$ cat config.mk
export PLATFORM = sky130hd
export DESIGN_NAME = tip_arty_reset_seq
export DESIGN_NICKNAME = d
export VERILOG_FILES = /design/src/rtl/tip_arty_reset_seq.sv
export SDC_FILE = /design/constraint.sdc
export NUM_CORES = 1
export LEC_CHECK = 0
export ABC_CLOCK_PERIOD_IN_PS = 2170
export CAP_MARGIN = 15
export CORE_UTILIZATION = 51
export CTS_BUF_LIST = sky130_fd_sc_hd__clkbuf_16
export CTS_CLUSTER_SIZE = 8
export DETAILED_ROUTE_END_ITERATION = 10
export MAX_ROUTING_LAYER = met4
export PLACE_DENSITY = 0.85
export SLEW_MARGIN = 20
export SYNTH_ARGS = -nofsm -noshare
export SYNTH_HDL_FRONTEND = slang
export SYNTH_SLANG_ARGS = --single-unit
$ cat constraint.sdc
create_clock -name clk_system -period 2.17 [get_ports clk_system]
set_input_delay 0.217 -clock clk_system [delete_from_list [all_inputs] [get_ports clk_system]]
set_output_delay 0.217 -clock clk_system [all_outputs]
set_load 0.005 [all_outputs]
$ cat src/rtl/tip_arty_reset_seq.sv
// Reset sequencer: turns an asynchronous board reset and the PLL lock into two
// ordered, synchronously released resets (peripherals first, then the core).
module tip_arty_reset_seq #(
  parameter int SYNC_STAGES    = 2,
  parameter int STRETCH_CYCLES = 16,
  parameter int CORE_DELAY     = 8
) (
  input  logic       clk_system,
  input  logic       external_rstnn,
  input  logic       pll_locked,
  input  logic       sw_rst_req,
  output logic       rstnn_periph,
  output logic       rstnn_core,
  output logic       reset_done,
  output logic [1:0] reset_cause
);

  localparam int MAX_COUNT = (STRETCH_CYCLES > CORE_DELAY) ? STRETCH_CYCLES : CORE_DELAY;
  localparam int CW        = $clog2(MAX_COUNT + 1);

  localparam logic [1:0] CAUSE_EXT  = 2'd0;
  localparam logic [1:0] CAUSE_LOCK = 2'd1;
  localparam logic [1:0] CAUSE_SW   = 2'd2;

  typedef enum logic [2:0] {
    ST_RESET,
    ST_WAIT_LOCK,
    ST_STRETCH,
    ST_PERIPH_ON,
    ST_RUN
  } state_t;

  state_t                 state, state_next;
  logic [CW-1:0]          count, count_next;
  logic [SYNC_STAGES-1:0] rst_chain, lock_chain;
  logic                   rst_sync, lock_sync;
  logic                   periph_next, core_next;
  logic [1:0]             cause_next;

  // NOTE: every flop here is cleared asynchronously by the board reset, so the
  // outputs drop with zero latency even when clk_system is not running.
  always_ff @(posedge clk_system or negedge external_rstnn) begin
    if (!external_rstnn) begin
      rst_chain  <= '0;
      lock_chain <= '0;
    end else begin
      // NOTE: sequential state uses non-blocking assignments so every flop
      // samples the pre-edge value of its neighbour, giving a true shift chain.
      rst_chain  <= {rst_chain[SYNC_STAGES-2:0], 1'b1};
      lock_chain <= {lock_chain[SYNC_STAGES-2:0], pll_locked};
    end
  end

  assign rst_sync  = rst_chain[SYNC_STAGES-1];
  assign lock_sync = lock_chain[SYNC_STAGES-1];

  always_comb begin
    // NOTE: defaults first, so no path through this block can infer a latch.
    state_next  = state;
    periph_next = rstnn_periph;
    core_next   = rstnn_core;
    cause_next  = reset_cause;
    unique case (state)
      ST_RESET:     if (rst_sync) state_next = ST_WAIT_LOCK;
      ST_WAIT_LOCK: if (lock_sync) state_next = ST_STRETCH;
      ST_STRETCH, ST_PERIPH_ON, ST_RUN: begin
        // Lock loss outranks a software request arriving in the same cycle.
        if (!lock_sync) begin
          state_next  = ST_WAIT_LOCK;
          periph_next = 1'b0;
          core_next   = 1'b0;
          cause_next  = CAUSE_LOCK;
        end else if (state == ST_RUN && sw_rst_req) begin
          state_next  = ST_WAIT_LOCK;
          periph_next = 1'b0;
          core_next   = 1'b0;
          cause_next  = CAUSE_SW;
        end else if (state == ST_STRETCH && count == CW'(STRETCH_CYCLES - 1)) begin
          state_next  = ST_PERIPH_ON;
          periph_next = 1'b1;
        end else if (state == ST_PERIPH_ON && count == CW'(CORE_DELAY - 1)) begin
          state_next = ST_RUN;
          core_next  = 1'b1;
        end
      end
      default: state_next = ST_RESET;
    endcase

    count_next = '0;
    if (state_next == state && (state == ST_STRETCH || state == ST_PERIPH_ON))
      count_next = count + CW'(1);
  end

  always_ff @(posedge clk_system or negedge external_rstnn) begin
    if (!external_rstnn) begin
      state        <= ST_RESET;
      count        <= '0;
      rstnn_periph <= 1'b0;
      rstnn_core   <= 1'b0;
      reset_done   <= 1'b0;
      reset_cause  <= CAUSE_EXT;
    end else begin
      state        <= state_next;
      count        <= count_next;
      rstnn_periph <= periph_next;
      rstnn_core   <= core_next;
      reset_done   <= core_next;
      reset_cause  <= cause_next;
    end
  end

endmodule

==> out/results.txt <==
Status: completed
Worst setup EP type: register
Post-cts resize count: 0
CTS tree: built
Slew Limit Fails: 0
Placer Congestion: 0.7384
Yosys reg bits: 16
Hold Vio Cnt, Final: 0
DIE WIDTH: 39.79 um
Overflow after GRT: 0
Share of layout cells above drive strength 1: 5.556%
Dpl ws: 0.4350 ns
Layout net count: 80
Relative slew slack: 52.22%
H-tree depth: 1
Crit Path Category: reg2reg
Most frequent cells in the layout: 16 x dfrtp_1, 8 x clkdlybuf4s50_1, 6 x nor2_1, 5 x inv_1, 4 x o21a_1
RSZ-0062 raised after global routing: false
Clock buffer count from CTS: 3
Post-Syn Instances: 64
Hpwl dp: 779.5 um
Synth Warn #: 0
HP Class: reg2reg
Crit path launch type: register
Tcrit/Tclk final: 82.73%
TNS Setup: 0 ns
Largest stage delay, worst path: 0.39 ns
Final Routed Wirelength: 1247 um
DIE AREA: 0.001583 mm2
Placed Area: 803.3 um2
Initial antenna violation count: 0
WL per Instance: 14.33 um
Skew-Pair Late Insertion Delay: 0.24 ns
Post-Syn Nets: 70
Period minus WS final: 1.795 ns
CTS Root Cell: clkbuf_16
Final setup violation count: 0
Peak VDD IR: 0.0006798 V
Mapped cell area: 728.2 um2
Vias/cell: 5.862
Vias in the first global route: 505
Hold_ws: 0.3432 ns
Initial Util: 55.27%
Cell area after layout: 878.3 um2
Critical Path RT: 2.27 ns
Crit-path cells: ha_1 > and3_1 > ha_1 > or3b_1 > a32oi_1 > o32ai_1
CTS Sinks: 16
Clk_skew: 0.002683 ns
Max cap viols: 0
Pleak: 0.3886 nW
Chip Height: 39.79 um
Util after Layout: 66.67%
Area Growth Syn to Fin: 20.62%
# IOs: 9
PortBufs: 8
Largest net degree at the start of global routing: 17
Final ANT Viol Nets: 0
Via Count: 510
DRC Markers: 0
Peak Freq: 0.5570 GHz
Global-route wire length before repair: 2083 um
Yosys cell types: 32
DR pass1 iterations: 4
CP max stage cell: dfrtp_1
Critical Path AT: 1.90 ns
Count of hold-fix buffers inserted at cts: 0
Worst-path fanout max: 3
Fill cells: 113
Cell mode on critical path: ha_1
Number of setup buffers added after CTS: 0
Synth Area per Inst: 11.38 um2
Number of DRC markers in iteration 0: 7
Clock slew at reported path FFs: 0.05 ns
Longest Clk Path Bufs: 2
GRT Util Overall: 22.73%
Commonest non-fill, non-tap cell in the layout: dfrtp_1
PD cells: 941.2 mW/mm2
Core box area: 0.001318 mm2
Antenna cell count: 0
Final WS setup: 0.3748 ns
Slew @ Worst Pin: 0.7145 ns
Post-synthesis sequential area ratio: 54.98%
Row cnt: 13
[final cells by class]
type / instances / area (um2) / area share, %
sequential: 16 / 400.4 / 45.58
multi-input combinational: 40 / 285.3 / 32.48
timing repair buffer: 8 / 80.08 / 9.117
clock buffer: 3 / 75.07 / 8.547
inverter: 5 / 18.77 / 2.137
tap: 15 / 18.77 / 2.137
[routing by layer]
layer	global-route usage (%)	up-vias	wire [um]
met4	21.55	0	80
met2	34.02	20	600
li1	-	242	-
met5	-	-	0
met1	21.94	237	493
met3	9.091	11	72
[sequential cells by signal (all words and copies together) (netlist names)]
name	cells
count	5
lock_chain	2
reset_cause	2
reset_done	1
rst_chain	2
rstnn_periph	1
state	3
[worst max-delay path: cells and delay by family, from the launching register on]
family | cells | cell delay, ns
simple gates | 2 | 0.56
flops | 1 | 0.39
compound gates | 2 | 0.30
fa+ha+maj | 2 | 0.41
[cells in the mapped netlist, drive strengths merged]
cell type   n  area (um2)
conb        1       3.750
and4bb      1       12.51
nand2b      1       6.260
a211o       1       8.760
dfrtp      16       400.4
nor2        6       22.52
xnor2       1       8.760
nand3b      2       15.01
and2        1       6.260
nor2b       1       6.260
a21boi      1       7.510
o21a        4       30.03
and2b       1       7.510
nand4b      1       8.760
o22a        1       8.760
o32ai       1       8.760
buf         3       23.77
o22ai       1       6.260
a32oi       2       17.52
or3b        1       8.760
nand3       2       10.01
xor2        1       8.760
mux2i       1       10.01
ha          2       25.02
inv         5       18.77
nor4        1       6.260
a21oi       1       5.000
nor3        1       5.000
and3        2       12.51
and4        1       8.760
[metrics by stage]
stage,total power [mW],cells
6_report,0.8267,87
5_1_grt,0.8672,87
4_1_cts,0.8322,87
3_5_place_dp,0.4841,84
3_3_place_gp,0.4815,84
2_1_floorplan,0.4305,64
[final timing paths]
path	start	end	slack, ns	cells past startpoint
setup / recovery	count[0]$_DFF_PN0_	state[0]$_DFF_PN0_	0.37	6
hold / removal	lock_chain[0]$_DFF_PN0_	lock_chain[1]$_DFF_PN0_	0.34	0
setup reg to reg	count[0]$_DFF_PN0_	state[0]$_DFF_PN0_	0.37	6
hold reg to reg	lock_chain[0]$_DFF_PN0_	lock_chain[1]$_DFF_PN0_	0.34	0
max in group asynchronous	external_rstnn	lock_chain[1]$_DFF_PN0_	1.31	1
min in group asynchronous	external_rstnn	reset_done$_DFFE_PN0P_	0.40	1
[cell families after synthesis]
family | Yosys count | synth area share [%]
and+or+nand+nor | 22 | 18.73
DFF | 16 | 54.98
AOI/OAI and AO/OA | 12 | 12.72
buffers and inverters | 8 | 5.842
adders and majority gates | 2 | 3.436
xor gates and xnor gates | 2 | 2.406
other | 1 | 0.5150
muxes | 1 | 1.375
[report_power, final]
| group | total [mW] | internal, mW | switching (mW) |
|---|---|---|---|
| logic | 0.120 | 0.0713 | 0.0486 |
| registers | 0.362 | 0.330 | 0.0324 |
| clock network | 0.344 | 0.241 | 0.104 |
Power figures use the tool's default switching activity.
